File: config.mk
export PLATFORM = sky130hd
export DESIGN_NAME = calc_entry_ctrl
export DESIGN_NICKNAME = d
export VERILOG_FILES = /design/src/rtl/calc_entry_ctrl.sv
export SDC_FILE = /design/constraint.sdc
export NUM_CORES = 1
export LEC_CHECK = 0
export CAP_MARGIN = 20
export CORE_MARGIN = 4
export CORE_UTILIZATION = 65
export CTS_BUF_LIST = sky130_fd_sc_hd__clkbuf_8 sky130_fd_sc_hd__clkbuf_16
export DETAILED_ROUTE_END_ITERATION = 10
export GPL_TIMING_DRIVEN = 0
export PLACE_DENSITY = 0.85
export SYNTH_ARGS = -nofsm -noshare
export SYNTH_HDL_FRONTEND = slang
export SYNTH_SLANG_ARGS = --single-unit
export TNS_END_PERCENT = 5
File: constraint.sdc
create_clock -name clk -period 12.48 [get_ports clk]
set_clock_uncertainty 0.1 [all_clocks]
set_input_delay 2.496 -clock clk [delete_from_list [all_inputs] [get_ports clk]]
set_output_delay 2.496 -clock clk [all_outputs]
set_load 0.01 [all_outputs]
File: src/rtl/calc_entry_ctrl.sv
// Calculator entry controller: debounced one-shot key events drive an A/op/B/result FSM.
// Optional `define CALC_MULT_EN enables op_val=3 as multiply.
module calc_entry_ctrl #(
  parameter int NDIG   = 3,
  parameter int W      = 12,
  parameter int STABLE = 4
) (
  input  logic                clk,
  input  logic                reset,
  input  logic                any_btn,
  input  logic                is_number,
  input  logic                is_op,
  input  logic                is_eq,
  input  logic [3:0]          num_val,
  input  logic [1:0]          op_val,
  output logic signed [W-1:0] disp_val,
  output logic                err,
  output logic                key_evt,
  output logic [1:0]          state
);
  typedef enum logic [1:0] {A_ENTRY, OP_WAIT, B_ENTRY, RESULT} st_t;

  function automatic int pow10(input int n);
    int p;
    p = 1;
    for (int i = 0; i < n; i++) p = p * 10;
    return p;
  endfunction

  localparam int MAXV = pow10(NDIG) - 1;
  localparam int SW   = $clog2(STABLE + 1);
  localparam int DW   = $clog2(NDIG + 1);
  localparam logic signed [2*W-1:0] L_MAX = (2*W)'(MAXV);
  localparam logic signed [2*W-1:0] L_MIN = -L_MAX;
  localparam logic signed [W-1:0]   TEN   = W'(10);

  logic          r_pressed;
  logic [SW-1:0] r_stb;
  st_t           r_state;
  logic signed [W-1:0] r_a, r_b, r_r;
  logic [DW-1:0] r_cnt;
  logic [1:0]    r_op;

  logic w_opp, w_fire, w_eq, w_op, w_num, w_evt, w_op_ok, w_ovf;
  logic signed [W-1:0]   w_dig, w_acc_a, w_acc_b, w_res;
  logic signed [2*W-1:0] w_a2, w_b2, w_res2;

  // Count consecutive cycles at the level opposite to the current debounced state.
  assign w_opp  = (any_btn != r_pressed);
  assign w_fire = w_opp && (r_stb == SW'(STABLE - 1)) && !r_pressed;

  always_ff @(posedge clk or negedge reset) begin
    if (!reset) begin
      r_pressed <= 1'b0;
      r_stb     <= '0;
    end else if (!w_opp) begin
      r_stb <= '0;
    end else if (r_stb == SW'(STABLE - 1)) begin
      r_stb     <= '0;
      r_pressed <= ~r_pressed;
    end else begin
      r_stb <= r_stb + SW'(1);
    end
  end

`ifdef CALC_MULT_EN
  assign w_op_ok = (op_val != 2'd0);
`else
  assign w_op_ok = (op_val != 2'd0) && (op_val != 2'd3);
`endif

  assign w_eq  = is_eq;
  assign w_op  = !is_eq && is_op && w_op_ok;
  assign w_num = !is_eq && !is_op && is_number;
  assign w_evt = w_eq || w_op || w_num;

  assign w_dig   = $signed({{(W-4){1'b0}}, num_val});
  assign w_acc_a = r_a * TEN + w_dig;
  assign w_acc_b = r_b * TEN + w_dig;

  always_comb begin
    w_a2 = {{W{r_a[W-1]}}, r_a};
    w_b2 = {{W{r_b[W-1]}}, r_b};
    case (r_op)
      2'd2:    w_res2 = w_a2 - w_b2;
`ifdef CALC_MULT_EN
      2'd3:    w_res2 = w_a2 * w_b2;
`endif
      default: w_res2 = w_a2 + w_b2;
    endcase
  end

  assign w_ovf = (w_res2 > L_MAX) || (w_res2 < L_MIN);
  assign w_res = w_res2[W-1:0];
  assign state = r_state;

  always_ff @(posedge clk or negedge reset) begin
    if (!reset) begin
      r_state  <= A_ENTRY;
      r_a      <= '0;
      r_b      <= '0;
      r_r      <= '0;
      r_cnt    <= '0;
      r_op     <= 2'd0;
      disp_val <= '0;
      err      <= 1'b0;
      key_evt  <= 1'b0;
    end else begin
      key_evt <= 1'b0;
      if (w_fire && w_evt) begin
        key_evt <= 1'b1;
        case (r_state)
          A_ENTRY: begin
            if (w_num) begin
              if (r_cnt < DW'(NDIG)) begin
                r_a      <= w_acc_a;
                r_cnt    <= r_cnt + DW'(1);
                disp_val <= w_acc_a;
              end
            end else if (w_op) begin
              r_op     <= op_val;
              r_state  <= OP_WAIT;
              disp_val <= r_a;
            end else begin
              r_r      <= r_a;
              r_state  <= RESULT;
              disp_val <= r_a;
            end
          end
          OP_WAIT: begin
            if (w_num) begin
              r_b      <= w_dig;
              r_cnt    <= DW'(1);
              r_state  <= B_ENTRY;
              disp_val <= w_dig;
            end else if (w_op) begin
              r_op <= op_val;
            end else begin
              r_r      <= r_a;
              r_state  <= RESULT;
              disp_val <= r_a;
            end
          end
          B_ENTRY: begin
            if (w_num) begin
              if (r_cnt < DW'(NDIG)) begin
                r_b      <= w_acc_b;
                r_cnt    <= r_cnt + DW'(1);
                disp_val <= w_acc_b;
              end
            end else if (w_ovf) begin
              err      <= 1'b1;
              r_r      <= '0;
              disp_val <= '0;
              r_state  <= RESULT;
            end else if (w_op) begin
              r_a      <= w_res;
              r_op     <= op_val;
              r_state  <= OP_WAIT;
              disp_val <= w_res;
            end else begin
              r_r      <= w_res;
              r_state  <= RESULT;
              disp_val <= w_res;
            end
          end
          default: begin
            if (w_num) begin
              err      <= 1'b0;
              r_a      <= w_dig;
              r_cnt    <= DW'(1);
              r_state  <= A_ENTRY;
              disp_val <= w_dig;
            end else if (w_op && !err) begin
              r_a     <= r_r;
              r_op    <= op_val;
              r_state <= OP_WAIT;
            end
          end
        endcase
      end
    end
  end
endmodule

==> key figures, run 1 <==
Critical path
  – Worst Path Required: 12.61 ns
  – Delay-heaviest family, CP: simple AND/OR/NAND/NOR gates
  – Slowest stage cell, crit path: nor4b_1
  – Stages on the worst setup path: 11
  – Critical path, cell by cell: clkdlybuf4s50_1 > xor2_1 > and3b_1 > buf_2 > o311ai_1 > buf_2 > nor4b_1 > and3_1 > a41oi_4 > buf_6 > mux2_4
  – Worst path bufs/invs: 4
  – CP startpoint: op_val[1]
  – R2R Path Start: r_b[3]$_DFFE_PN0P_
  – CP startpoint kind: primary input
  – Setup slack on the worst flop-to-flop path: 7.34 ns
  – Critical Path Max Stage Delay: 0.77 ns
  – Worst EP arrival: 5.64 ns
  – CP Class: in2reg
  – CP endpoint: r_a[3]$_DFFE_PN0P_
  – Crit-path max FO: 10
  – R2r endpoint: r_a[3]$_DFFE_PN0P_
  – Crit path top cell by count: buf_2
  – R2r worst-path depth: 15
  – Worst setup EP type: flop

Synthesis
  – Async SR Flop Fraction: 100.0%
  – Mapped cell area: 0.005478 mm^2
  – Gate Count Post-Synth: 630
  – Yosys Warn Count: 0
  – Ys flop type: dfrtp_1
  – Syn Area/Cell: 8.695 um^2
  – Yosys reg bits: 60
  – Syn_nets: 702
  – Number of enable flip-flop cells after synthesis: 0
  – Synth cell types: 70
  – Post-synthesis sequential area ratio: 27.41%

Global routing
  – Vias in the first global route: 5339
  – Largest net degree at the start of global routing: 41
  – GRT Total Usage: 34.99%
  – Initial antenna violation count: 0
  – Grt ovf: 0
  – Global-route wire length before repair: 27410 um

Timing
  – Tmin final: 5.512 ns
  – Final Slew Violations: 0
  – Least-Margin Pin Slew: 0.8766 ns
  – Maximum clock frequency: 181.4 MHz
  – Hold Fails Final Rpt: 0
  – RSZ-0062 raised after global routing: false
  – Setup violators final: 0
  – Fin Hold WS: 0.3526 ns
  – Final cycle utilization of the critical path: 44.16%
  – Setup WS post-layout: 6.968 ns
  – Setup TNS: 0 ns
  – Worst slew margin: 40.74%

Clock tree
  – # clock sinks: 60
  – Post-CTS sizing: 0
  – Clock insertion delay at the later pin of the skew report: 0.35 ns
  – Clk root buf: clkbuf_8
  – Hold_buf cts: 0
  – Post-CTS Setup Bufs: 0
  – Count of H-tree levels built during CTS: 3
  – CTS tree: built
  – CTS buffer count: 9
  – Bufs on Longest Clock Path: 2
  – Clock Pin Slew Worst Setup and Hold Paths: 0.08 ns

Placement
  – HPWL Detailed: 12860 um
  – Dpl cells: 763
  – DP Area: 0.005894 mm^2
  – IO Port Bufs: 27
  – GP Congestion: 0.9973
  – Pre-CTS setup slack: 6.406 ns

Layout
  – Share of layout cells above drive strength 1: 6.519%
  – N_diodes: 0
  – Most common cell after layout, fill and taps aside: nand2_1
  – Syn-to-layout area delta: 11.33%
  – Non-filler cells, final: 780
  – Most frequent cells in the layout: 62 x nand2_1, 60 x dfrtp_1, 55 x ha_1, 54 x a21oi_1, 53 x o21ai_0
  – Fin util: 74.22%
  – Post-route cell area: 0.006098 mm^2
  – Nets: 742

Power
  – Peak supply drop: 0.1347 mV
  – Leak pwr: 2.733 nW
  – PwrDens: 226.4 mW/mm^2
  – Total Power: 1.381 mW

Route
  – Via count: 5306
  – DRC: 0
  – DR pass1 iterations: 6
  – Vias per cell: 6.803
  – Iteration-0 DRC count of the detailed router: 559
  – Final ANT Viol Nets: 0
  – Drt wl/cell: 21.59 um
  – WL final: 16840 um

Floorplan
  – Initial Utilization: 66.67%
  – Die width: 99.80 um
  – Die extent in y: 99.80 um
  – Die area: 0.009960 mm^2
  – Core region area: 0.008217 mm^2
  – Num ports: 28
  – # rows: 33

Outcome
  – Status: completed

Flow run
  – Max cap viols: 0

Worst hold path
  – Hold Path Stages: 1
  – Hold/Removal Path Class: reg2reg
-- power breakdown --
part           total, mW  switching [mW]  internal (mW)  leakage [nW]
Sequential         0.291          0.0464          0.244         0.766
Clock              0.185          0.0915         0.0933         0.104
Combinational      0.905           0.543          0.362          1.86
Total               1.38           0.681          0.700          2.73
-- sequential cells by signal, indices dropped and copies added (netlist names) --
signal / count
r_cnt: 2
r_a: 12
err: 1
r_r: 12
state: 2
disp_val: 12
r_b: 12
r_op: 2
r_stb: 3
key_evt: 1
r_pressed: 1
-- synth_stat cells, types with 6 or more instances --
master     number  area [um^2]
mux2i_1        12        120.1
a2bb2oi_1      11        96.34
a211oi_1        7        52.55
xnor2_1        33        289.0
inv_1          32        120.1
nor3_1          9        45.04
nand2_1        62        232.7
o31a_1          6        52.55
mux2_2          8        90.09
nand3_1         7        35.03
xor2_1         15        131.4
a21oi_1        54        270.3
a21o_1         10        75.07
a22oi_1         8        60.06
ha_1           55        688.2
clkbuf_1       23        86.33
o21ai_0        53        265.3
a31oi_1        11        68.82
dfrtp_1        60         1501
nor2_1         30        112.6
nor2b_1        12        75.07
a222oi_1        7        70.07
nor3b_1         6        45.04
-- per-layer routing --
layer | global-route usage (%) | part of all wire, %
met5 | 0 | 0
met4 | 16.39 | 4.5
met1 | 43.22 | 39
met2 | 58.59 | 48
met3 | 7.227 | 9.1
-- logic make-up (layout without fill, tap and decap cells) --
| logic type | after synthesis | count (layout) | share of synthesized area, % |
|---|---|---|---|
| AO/OA/AOI/OAI | 216 | 216 | 26.27 |
| XOR/XNOR | 50 | 50 | 8.497 |
| flip-flops | 60 | 60 | 27.41 |
| buffers and inverters | 61 | 106 | 4.477 |
| adder cells (fa/ha/maj) | 60 | 60 | 14.39 |
| AND/OR/NAND/NOR | 160 | 160 | 14.30 |
| multiplexers | 23 | 23 | 4.660 |
-- area by class of cell --
type / instances / area (um^2)
Fill cell: 633 / 2118
Clock buffer: 9 / 123.9
Clock inverter: 7 / 75.07
Buffer: 29 / 125.1
Timing Repair Buffer: 29 / 290.3
Inverter: 32 / 120.1
Sequential cell: 60 / 1501
Multi-Input combinational cell: 509 / 3731
Tap cell: 105 / 131.4
-- how the worst min path moves through the flow --
stage / start / slack, ns / to
CTS: r_stb[0]$_DFF_PN0_ / 0.36 / r_stb[0]$_DFF_PN0_
global route: r_stb[0]$_DFF_PN0_ / 0.36 / r_stb[0]$_DFF_PN0_
floorplan: r_stb[0]$_DFF_PN0_ / 0.32 / r_stb[0]$_DFF_PN0_
global placement: r_stb[0]$_DFF_PN0_ / 0.33 / r_stb[0]$_DFF_PN0_
detailed placement: r_stb[0]$_DFF_PN0_ / 0.35 / r_stb[0]$_DFF_PN0_
finish: r_stb[0]$_DFF_PN0_ / 0.35 / r_stb[0]$_DFF_PN0_
(Power assumes the default switching activity.)
==> run 2, diff against run 1 <==
- CORE_UTILIZATION: 65 -> 62
- PLACE_DENSITY: 0.85 -> 0.82
- clock period: 12.48 -> 5.2 ns (I/O delays scaled with it)
==> run 2 against run 1 <==
Clock power up 140%. Die area up 4.4%. Non-clock buffer count up 1. Setup slack worse by 6.7 ns. Final cell count increased by 0.51%. Flip-flop and latch count is the same. Critical path type is now reg2reg. Largest cell class unchanged.
==> key figures, run 2 (synthesis results as in run 1) <==
Timing
  – Setup violators final: 0
  – Final Slew Violations: 0
  – Hold Fails Final Rpt: 0
  – Maximum clock frequency: 203.6 MHz
  – Final cycle utilization of the critical path: 94.45%
  – Setup TNS: 0 ns
  – Least-Margin Pin Slew: 0.8261 ns
  – RSZ-0062 raised after global routing: false
  – Tmin final: 4.911 ns
  – Worst slew margin: 44.23%

Critical path
  – Delay-heaviest family, CP: compound AO/OA/AOI/OAI gates
  – Critical path, cell by cell: or4_4 > nor4_2 > nor2_1 > xnor2_1 > ha_1 > nand2_1 > a211oi_1 > o21ai_0 > a222oi_1 > o2111ai_1 > nand4b_1 > nand2_2 > a41oi_4 > buf_6 > mux2_4
  – Setup slack on the worst flop-to-flop path: 0.29 ns
  – Slowest stage cell, crit path: or4_4
  – Crit-path max FO: 10
  – Critical Path Max Stage Delay: 0.59 ns
  – Worst EP arrival: 5.04 ns
  – Worst Path Required: 5.33 ns
  – CP startpoint kind: flop
  – CP Class: reg2reg
  – Worst setup EP type: flop
  – Worst path bufs/invs: 1

Layout
  – Share of layout cells above drive strength 1: 7.101%
  – Post-route cell area: 0.006145 mm^2
  – Syn-to-layout area delta: 12.17%
  – Register area: 0.001501 mm^2
  – N_diodes: 0
  – Most common cell after layout, fill and taps aside: nand2_1
  – FILL cells: 705
  – Nets: 743
  – Footprint of the multi-input gates: 0.003745 mm^2
  – Most frequent cells in the layout: 62 x nand2_1, 60 x dfrtp_1, 55 x ha_1, 54 x a21oi_1, 53 x o21ai_0

Clock tree
  – CTS buffer count: 9
  – Post-CTS Setup Bufs: 0
  – # clock sinks: 60
  – Bufs on Longest Clock Path: 2
  – Clk root buf: clkbuf_8
  – Clock insertion delay at the later pin of the skew report: 0.35 ns
  – CTS tree: built
  – Clock Pin Slew Worst Setup and Hold Paths: 0.08 ns
  – Count of H-tree levels built during CTS: 3
  – Hold_buf cts: 0

Placement
  – GP Congestion: 0.9707
  – HPWL Detailed: 12500 um
  – DP Area: 0.005926 mm^2
  – IO Port Bufs: 27

Floorplan
  – Initial Utilization: 63.12%
  – Die area: 0.01040 mm^2
  – # rows: 34
  – Num ports: 28
  – Die width: 102.0 um
  – Core region area: 0.008678 mm^2
  – Die extent in y: 102.0 um

Flow run
  – Max cap viols: 0

Worst hold path
  – Hold/Removal Path Class: reg2reg

Global routing
  – Vias in the first global route: 5135
  – GRT Total Usage: 32.04%
  – Largest net degree at the start of global routing: 24
  – Initial antenna violation count: 0
  – Global-route wire length before repair: 25940 um
  – Grt ovf: 0

Route
  – Drt wl/cell: 20.71 um
  – Iteration-0 DRC count of the detailed router: 498
  – Final ANT Viol Nets: 0
  – Via count: 5294
  – DR pass1 iterations: 6
  – Vias per cell: 6.753
  – WL final: 16240 um
  – DRC: 0

Power
  – Peak supply drop: 0.3337 mV
  – Leak pwr: 2.742 nW
  – PwrDens: 539.0 mW/mm^2

Outcome
  – Status: completed
## run 2: metal layers
metal  vias up  global-route usage, %  wire, um
li1       2402                      -         -
met1      2541                  41.06      6509
met2       287                  52.52      7616
met3        64                  5.734      1416
met4         0                  15.04       694
met5         -                      0         0
## run 2: worst register-to-register path: cells and delay by family (launching register included)
family,cells,cell delay (ns)
AOI/OAI and AO/OA,5,1.61
and+or+nand+nor,6,1.49
muxes,1,0.32
DFF,1,0.49
xor gates and xnor gates,1,0.15
buffers and inverters,1,0.24
adders and majority gates,1,0.37
## run 2: what timing repair did
action | in CTS | in global routing
setup endpoints to repair | 0 | 36
hold endpoints to repair | 0 | 0
gates resized for setup | 0 | 3
## run 2: worst paths after layout
check / end / startpoint / depth (start not counted)
hold / removal: r_stb[0]$_DFF_PN0_ / r_stb[0]$_DFF_PN0_ / 1
min in group asynchronous: r_b[3]$_DFFE_PN0P_ / reset / 1
max in group asynchronous: r_a[3]$_DFFE_PN0P_ / reset / 3
hold reg to reg: r_stb[0]$_DFF_PN0_ / r_stb[0]$_DFF_PN0_ / 1
setup reg to reg: r_a[3]$_DFFE_PN0P_ / r_b[3]$_DFFE_PN0P_ / 15
setup / recovery: r_a[3]$_DFFE_PN0P_ / r_b[3]$_DFFE_PN0P_ / 15
## run 2: stage by stage
step	hold WS [ns]	util, %	std cells	total power [mW]	worst slack [ns]
4_1_cts	0.3578	70.59	783	3.240	0.1127
6_report	0.3504	70.80	784	3.312	0.2886
3_3_place_gp	0.3277	67.79	765	2.731	0.1912
3_5_place_dp	0.3462	68.28	767	2.787	0.1034
2_1_floorplan	0.3192	-	630	2.190	1.037
5_1_grt	0.3867	70.80	784	3.534	0.1008
## run 2: area by class of cell
cell class | count | share of cell area (%)
multi-input cells | 509 | 60.94
flip-flops and latches | 60 | 24.43
repair buffers | 30 | 5.172
well taps | 108 | 2.199
plain buffers | 29 | 2.036
clock buffers | 9 | 2.016
inverters | 32 | 1.955
clock inverters | 7 | 1.242
## run 2: power by group
group / switching (mW) / leakage [nW] / total, mW / internal (mW)
combinational: 1.30 / 1.88 / 2.17 / 0.877
clock: 0.222 / 0.0958 / 0.446 / 0.224
sequential: 0.108 / 0.766 / 0.694 / 0.586
total: 1.63 / 2.74 / 3.31 / 1.69
==> run 3, diff against run 2 <==
- CORE_ASPECT_RATIO: default -> 1.2
==> run 3 against run 2 <==
Global-route usage rose by 0.92 points. Critical path depth did not move. First-iteration DRC count fell by 11%. Non-clock buffer count fell by 1. Total power rose by 0.88%. Clock-buffer cell count did not move. Combinational power rose by 2%. Clock power fell by 4.5%. Critical path type unchanged. Largest power group unchanged.
==> key figures, run 3 (synthesis results as in run 1) <==
Power
  – PwrDens: 546.8 mW/mm^2
  – Peak supply drop: 0.3801 mV
  – Leak pwr: 2.720 nW

Route
  – Final ANT Viol Nets: 0
  – Drt wl/cell: 21.14 um
  – DR pass1 iterations: 8
  – Iteration-0 DRC count of the detailed router: 444
  – Via count: 5322
  – WL final: 16720 um
  – DRC: 0
  – Vias per cell: 6.728

Critical path
  – Slowest stage cell, crit path: or4_4
  – CP Class: reg2reg
  – Worst Path Required: 5.35 ns
  – R2R Path Start: r_b[3]$_DFFE_PN0P_
  – Worst EP arrival: 5.13 ns
  – Critical path, cell by cell: or4_4 > nor4_1 > nor2_1 > xnor2_1 > ha_1 > nand2_1 > a211oi_1 > o21ai_0 > a222oi_1 > o2111ai_1 > nand4b_1 > nand2_2 > a41oi_4 > buf_6 > mux2_4
  – Crit-path max FO: 10
  – Critical Path Max Stage Delay: 0.58 ns
  – CP startpoint: r_b[3]$_DFFE_PN0P_
  – Worst setup EP type: flop
  – CP startpoint kind: flop

Placement
  – DP Area: 0.005909 mm^2
  – HPWL Detailed: 12750 um
  – IO Port Bufs: 27
  – GP Congestion: 0.9976

Floorplan
  – Num ports: 28
  – # rows: 37
  – Die width: 93.81 um
  – Die extent in y: 111.0 um
  – Initial Utilization: 63.62%
  – Core region area: 0.008611 mm^2
  – Die area: 0.01041 mm^2

Worst hold path
  – Min-delay src: r_stb[0]$_DFF_PN0_
  – Hold/Removal Path Class: reg2reg

Global routing
  – Global-route wire length before repair: 26580 um
  – Initial antenna violation count: 0
  – GRT Total Usage: 32.95%
  – Grt ovf: 0
  – Largest net degree at the start of global routing: 42
  – Vias in the first global route: 5177

Clock tree
  – Clock Pin Slew Worst Setup and Hold Paths: 0.07 ns
  – Clk root buf: clkbuf_8
  – Bufs on Longest Clock Path: 2
  – # clock sinks: 60
  – Count of H-tree levels built during CTS: 3
  – CTS tree: built
  – Clock insertion delay at the later pin of the skew report: 0.36 ns
  – CTS buffer count: 9

Layout
  – Most common cell after layout, fill and taps aside: nand2_1
  – Share of layout cells above drive strength 1: 6.528%
  – Nets: 742
  – Fin util: 70.95%
  – Post-route cell area: 0.006110 mm^2
  – Syn-to-layout area delta: 11.53%
  – Most frequent cells in the layout: 62 x nand2_1, 60 x dfrtp_1, 55 x ha_1, 54 x a21oi_1, 53 x o21ai_0
  – FILL cells: 716
  – N_diodes: 0

Timing
  – RSZ-0062 raised after global routing: false
  – Hold Fails Final Rpt: 0
  – Tmin final: 4.977 ns
  – Final cycle utilization of the critical path: 95.71%
  – Setup violators final: 0
  – Worst slew margin: 45.55%
  – Maximum clock frequency: 200.9 MHz
  – Least-Margin Pin Slew: 0.8066 ns
  – Setup TNS: 0 ns
  – Final Slew Violations: 0

Outcome
  – Status: completed

Flow run
  – Max cap viols: 0
-- run 3: cell types whose count changed in the layout (fill, tap and decap cells not counted), sizes merged --
cell / change
buf: -1
clkinv: -1
clkinvlp: +1
inv: -1
-- run 3: what timing repair did --
item,CTS,global route
gates resized for setup,0,1
setup buffers,0,0
hold buffers,0,0
setup endpoints to repair,0,15
-- run 3: per-stage QoR --
step           instances  hold slack [ns]  setup slack [ns]  total power, mW
2_1_floorplan        630           0.3192             1.037            2.190
3_3_place_gp         774           0.3284            0.4064            2.766
3_5_place_dp         775           0.3556            0.2792            2.819
4_1_cts              790           0.3655            0.2524            3.264
5_1_grt              791           0.3772           0.07256            3.544
6_report             791           0.3564            0.2231            3.341
-- run 3: layer usage --
layer / part of all wire (%) / global-route usage (%) / vias to the layer above
li1: - / - / 2411
met5: 0.25 / 3.646 / -
met2: 46 / 51.35 / 286
met3: 8.6 / 8.758 / 93
met1: 38 / 39.95 / 2530
met4: 6.6 / 19.75 / 2
-- run 3: path summary, 6_finish.rpt --
kind	to	slack [ns]	depth (start not counted)
worst max-delay path	r_a[4]$_DFFE_PN0P_	0.22	15
worst min-delay path	r_stb[0]$_DFF_PN0_	0.36	1
worst max register to register	r_a[4]$_DFFE_PN0P_	0.22	15
worst min register to register	r_stb[0]$_DFF_PN0_	0.36	1
max in group asynchronous	err$_DFFE_PN0P_	3.88	2
min in group asynchronous	r_b[5]$_DFFE_PN0P_	0.53	1
-- run 3: report_power, final --
part	total [mW]	internal, mW	switching [mW]
clock	0.426	0.218	0.208
sequential	0.697	0.586	0.110
combinational	2.22	0.874	1.34
total	3.34	1.68	1.66
-- run 3: critical path, delay by kind of cell (launching register included) --
kind	cells	cell delay (ns)
compound gates	5	1.60
mux	1	0.31
buf+inv	1	0.24
simple gates	6	1.62
flops	1	0.47
fa+ha+maj	1	0.37
xor+xnor	1	0.15
-- run 3: cell type report --
type                            count  area (um^2)  share of cell area [%]
Buffer                             29        125.1                   2.048
Clock buffer                        9        123.9                   2.027
Clock inverter                      6        66.31                   1.085
Inverter                           32        120.1                   1.966
Multi-Input combinational cell    509         3736                   61.15
Sequential cell                    60         1501                   24.58
Tap cell                          117        146.4                   2.396
Timing Repair Buffer               29        290.3                   4.751
==> edit 1: new RTL, flow settings as in run 1 <==
The parameter `STABLE` goes from 4 to 8.
--- a/src/rtl/calc_entry_ctrl.sv
+++ b/src/rtl/calc_entry_ctrl.sv
@@ -3,7 +3,7 @@
 module calc_entry_ctrl #(
   parameter int NDIG   = 3,
   parameter int W      = 12,
-  parameter int STABLE = 4
+  parameter int STABLE = 8
 ) (
   input  logic                clk,
   input  logic                reset,
Function: changed (a bounded check fails within 10 cycles, from zero or initial values and one cycle with reset low).
==> edit 1 against run 1 <==
Fmax rose by 2.0%; highest routed layer unchanged; critical path type unchanged; routed wire length rose by 13%; sequential cell count rose by 1; setup slack improved by 0.11 ns; synthesized area rose by 12%; final area rose by 12%; die area rose by 11%.
Power is not compared: it rests on default switching activity, and its combinational part moved more than twofold at a synthesized area within 25%.
==> edit 1: results (changes against run 1) <==
met2 usage 54.6% (was 58.6%); Critical-path top delay cell a2111oi_0 (was nor4b_1); Tot GR Track Use 35.0% (about the same); Synth Net Count 785 (was 702); first-pass GRT wire length 31.0 mm (was 27.4 mm); vias in the first global route 5989 (was 5339); M1 GR Usage 47.2% (was 43.2%); status complete, no violations (unchanged); dpl hpwl 14.5 mm (was 12.9 mm); delay of the slowest critical-path stage 0.65 ns (was 0.77 ns); drt via density 6.96 (was 6.80); largest net degree at the start of global routing 36 (was 41); CTS Root Buffer Type clkbuf_8 (unchanged); share of cells above drive strength 1 8.83% (was 6.52%); part of the Yosys area used for sequential elements 24.8% (was 27.4%); leak pwr 0.00283 uW; most instantiated cells after synthesis dfrtp_1 (61), nand2_1 (61), ha_1 (55), a21oi_1 (54), nor2_1 (45) (was nand2_1 (62), dfrtp_1 (60), ha_1 (55), a21oi_1 (54), o21ai_0 (53)); Layout fillers 715 (was 633); Total Wirelength 19.1 mm (was 16.8 mm); Netlist cell types 80 (was 70); Nets 826 (was 742); GR Util met3 6.49% (was 7.23%); Synth area leaders dfrtp_1 (25%), ha_1 (11%), a21oi_1 (4.4%), xnor2_1 (4.1%), nand2_1 (3.7%) (was dfrtp_1 (27%), ha_1 (13%), xnor2_1 (5.3%), a21oi_1 (4.9%), o21ai_0 (4.8%)); largest delay contributor family on the critical path compound AO/OA/AOI/OAI gates (was simple AND/OR/NAND/NOR gates); Final Wtd Congestion 1.05 (was 0.997); worst rel slew slack 23.4% (was 40.7%); initial drt markers 891 (was 559); Syn. warnings 0 (unchanged)
edit 1: changes by cell type in the layout (fill, tap and decap cells not counted), sizes merged, moves of 7 or more:
cell,delta
o211ai,+17
and2b,+7
a221oi,+8
o21ai,-28
a2bb2oi,-11
buf,+8
or4b,+9
nor2,+16
xor2,+8
nand3,+26
nand2b,+7
edit 1: report_power, final:
part           leakage [uW]  switching, uW  total (uW)  internal, uW
combinational       0.00197            181         301           120
sequential         0.000773           23.0         246           222
clock             0.0000918           94.2         187          92.8
total               0.00283            298         733           435
edit 1: cell type report:
| type | instances | area [sq um] | share of cell area (%) |
|---|---|---|---|
| Multi-Input combinational cell | 585 | 4280 | 63.0 |
| Sequential cell | 61 | 1530 | 22.4 |
| Timing Repair Buffer | 30 | 295 | 4.34 |
| Buffer | 35 | 216 | 3.18 |
| Tap cell | 129 | 161 | 2.37 |
| Clock buffer | 9 | 124 | 1.82 |
| Inverter | 32 | 120 | 1.77 |
| Clock inverter | 7 | 75.1 | 1.10 |
edit 1: routing by layer:
| layer | share of wire (%) | vias to the layer above |
|---|---|---|
| met5 | 0 | - |
| met4 | 4.8 | 0 |
| met3 | 11 | 84 |
| met2 | 45 | 427 |
| met1 | 39 | 2894 |
| li1 | - | 2772 |
edit 1: logic make-up (layout without fill, tap and decap cells):
| group | after synthesis | count (layout) | synth area share [%] |
|---|---|---|---|
| xor gates and xnor gates | 52 | 52 | 7.41 |
| muxes | 20 | 20 | 4.03 |
| DFF | 61 | 61 | 24.8 |
| adders and majority gates | 60 | 60 | 12.8 |
| AOI/OAI and AO/OA | 218 | 218 | 25.4 |
| buffers and inverters | 67 | 113 | 5.48 |
| and+or+nand+nor | 235 | 235 | 20.0 |
edit 1: per-stage QoR:
step                hold WS, ns  power, uW  instance area, sq um  worst slack, ns  std cells
global placement          0.357        532                  6580             6.46        869
floorplan                 0.344        434                  6150             7.53        713
detailed placement        0.370        538                  6600             6.76        871
global route              0.418        767                  6800             6.90        888
CTS                       0.381        721                  6800             7.12        887
finish                    0.390        733                  6800             7.08        888
edit 1: worst paths after layout:
check | startpoint | slack [ns] | cells past startpoint | endpoint
max | op_val[1] | 7.08 | 10 | r_r[5]
min | r_stb[0] | 0.39 | 1 | r_stb[0]
max reg2reg | r_b[2] | 7.22 | 17 | r_r[5]
min reg2reg | r_stb[0] | 0.39 | 1 | r_stb[0]
max in group asynchronous | reset | 9.60 | 2 | r_a[1]
min in group asynchronous | reset | 2.05 | 1 | r_b[3]
==> edit 2: new RTL, config.mk and constraints of run 1 <==
Without the edit above. Reset style: synchronous (`reset`), changed in 2 clocked blocks.
--- a/src/rtl/calc_entry_ctrl.sv
+++ b/src/rtl/calc_entry_ctrl.sv
@@ -49,7 +49,7 @@
   assign w_opp  = (any_btn != r_pressed);
   assign w_fire = w_opp && (r_stb == SW'(STABLE - 1)) && !r_pressed;
 
-  always_ff @(posedge clk or negedge reset) begin
+  always_ff @(posedge clk) begin
     if (!reset) begin
       r_pressed <= 1'b0;
       r_stb     <= '0;
@@ -94,7 +94,7 @@
   assign w_res = w_res2[W-1:0];
   assign state = r_state;
 
-  always_ff @(posedge clk or negedge reset) begin
+  always_ff @(posedge clk) begin
     if (!reset) begin
       r_state  <= A_ENTRY;
       r_a      <= '0;
Formal check against the unedited RTL: differs if reset is asserted again (counterexample within 10 cycles, from zero or initial values and one cycle with reset low); with reset held inactive, the same outputs for 10 cycles.
==> edit 2 against run 1 <==
Setup slack worse by 0.17 ns; final area is 0.10% higher; critical path type unchanged; synthesized area rose by 0.71%; sequential cell count unchanged; via count grew 9.2%; non-clock buffer count increased by 6; fmax fell by 3.0%; routed wire length grew 4.2%; final cell count up 8.2%.
Power is left out: it rests on default switching activity, and per cell area and clock period it moved more than threefold.
==> edit 2: results (changes against run 1) <==
Layout fillers 644 (was 633); initial antenna violation count 0 (unchanged); Tot GR Track Use 35.5% (was 35.0%); Worst Setup SP op_val[0] (was op_val[1]); Syn. warnings 0 (unchanged); Netlist cell types 75 (was 70); Synth area leaders dfxtp_1 (22%), ha_1 (13%), a21oi_1 (4.5%), xnor2_1 (4.4%), o21ai_0 (4.2%) (was dfrtp_1 (27%), ha_1 (13%), xnor2_1 (5.3%), a21oi_1 (4.9%), o21ai_0 (4.8%)); delay of the slowest critical-path stage 0.63 ns (was 0.77 ns); Final Wtd Congestion 0.967 (was 0.997); cts bufs inserted 9 (unchanged); Most used DFF post-synth dfxtp_1 (was dfrtp_1); CTS Root Buffer Type clkbuf_8 (unchanged); drt via density 6.86 (was 6.80); dpl cell area 0.00592 sq mm (was 0.00589 sq mm); reg-to-reg endpoint r_r[0] (was r_a[3]); Synth Net Count 768 (was 702); largest net degree at the start of global routing 12 (was 41); Post-Syn Instances 695 (was 630); first-pass GRT wire length 28.1 mm (was 27.4 mm); min-delay worst type reg2reg (unchanged); drt wl/cell 20.8 microns (was 21.6 microns); share of cells above drive strength 1 6.22% (was 6.52%); Total Wirelength 17.6 mm (was 16.8 mm); Critical Path Sink disp_val[0] (was r_a[3]); RR Startpoint r_b[2] (was r_b[3]); vias in the first global route 5602 (was 5339); crit-path max FO 10 (unchanged); most instantiated cells after synthesis dfxtp_1 (60), nor2_1 (57), ha_1 (56), nand2_1 (55), a21oi_1 (50) (was nand2_1 (62), dfrtp_1 (60), ha_1 (55), a21oi_1 (54), o21ai_0 (53)); reg2reg path depth 16 (was 15); Worst-Margin Slew 0.862 ns (was 0.877 ns); initial drt markers 683 (was 559); clock buffer depth 2 (unchanged); WP data arrival 5.87 ns (was 5.64 ns); part of the Yosys area used for sequential elements 21.8% (was 27.4%); Setup Buffers After CTS 0 (unchanged); r2r setup slk 7.79 ns (was 7.34 ns); Critical-path top delay cell nor3_1 (was nor4b_1); diodes inserted 0 (unchanged); 1st-pass router iterations 9 (was 6); async set-reset flop share out of synthesis 0% (was 100%); Nets 807 (was 742); status complete, no violations (unchanged); worst skew pair latency 0.36 ns; Placed Instances 827 (was 763); dpl hpwl 13.4 mm (was 12.9 mm)
-- edit 2: through the flow --
stage	setup slack, ns	hold slack (ns)
after floorplan	7.80	0.299
after global placement	6.69	0.307
after detailed placement	6.57	0.357
after CTS	6.92	0.365
after global routing	6.54	0.382
final	6.80	0.369
-- edit 2: cells by family after synthesis --
group,synth area share [%]
buffers and inverters,4.51
adders and majority gates,14.5
AOI/OAI and AO/OA,29.2
DFF,21.8
and+or+nand+nor,20.1
xor gates and xnor gates,7.78
muxes,2.18
-- edit 2: per-layer routing --
metal | part of all wire [%] | GRT usage (%) | vias to the layer above
met5 | 0 | 0 | -
met4 | 4.1 | 16.9 | 0
met3 | 11 | 9.87 | 68
met2 | 43 | 54.3 | 355
met1 | 41 | 46.3 | 2688
li1 | - | - | 2683
-- edit 2: cell type report --
class	count	area (sq um)	share of cell area [%]
multi-input combinational	572	4070	66.6
sequential	60	1200	19.7
timing repair buffer	28	278	4.55
buffer	36	148	2.42
clock buffer	10	138	2.25
tap	105	131	2.15
inverter	27	101	1.66
clock inverter	6	41.3	0.676
-- edit 2: worst min-delay path by stage --
stage / from / to / slack, ns / depth (start not counted)
finish: r_stb[0] / r_stb[0] / 0.37 / 1
global route: r_stb[0] / r_stb[0] / 0.38 / 1
CTS: r_r[11] / r_r[11] / 0.37 / 2
detailed placement: r_r[11] / r_r[11] / 0.36 / 2
global placement: r_stb[0] / r_stb[0] / 0.31 / 1
floorplan: r_stb[0] / r_stb[0] / 0.30 / 1
-- edit 2: worst register-to-register path, delay by kind of cell (launching register included) --
family / cells / cell delay (ns)
compound gates: 5 / 1.23
xor+xnor: 1 / 0.15
fa+ha+maj: 1 / 0.37
buf+inv: 2 / 0.30
flops: 1 / 0.45
simple gates: 7 / 1.98
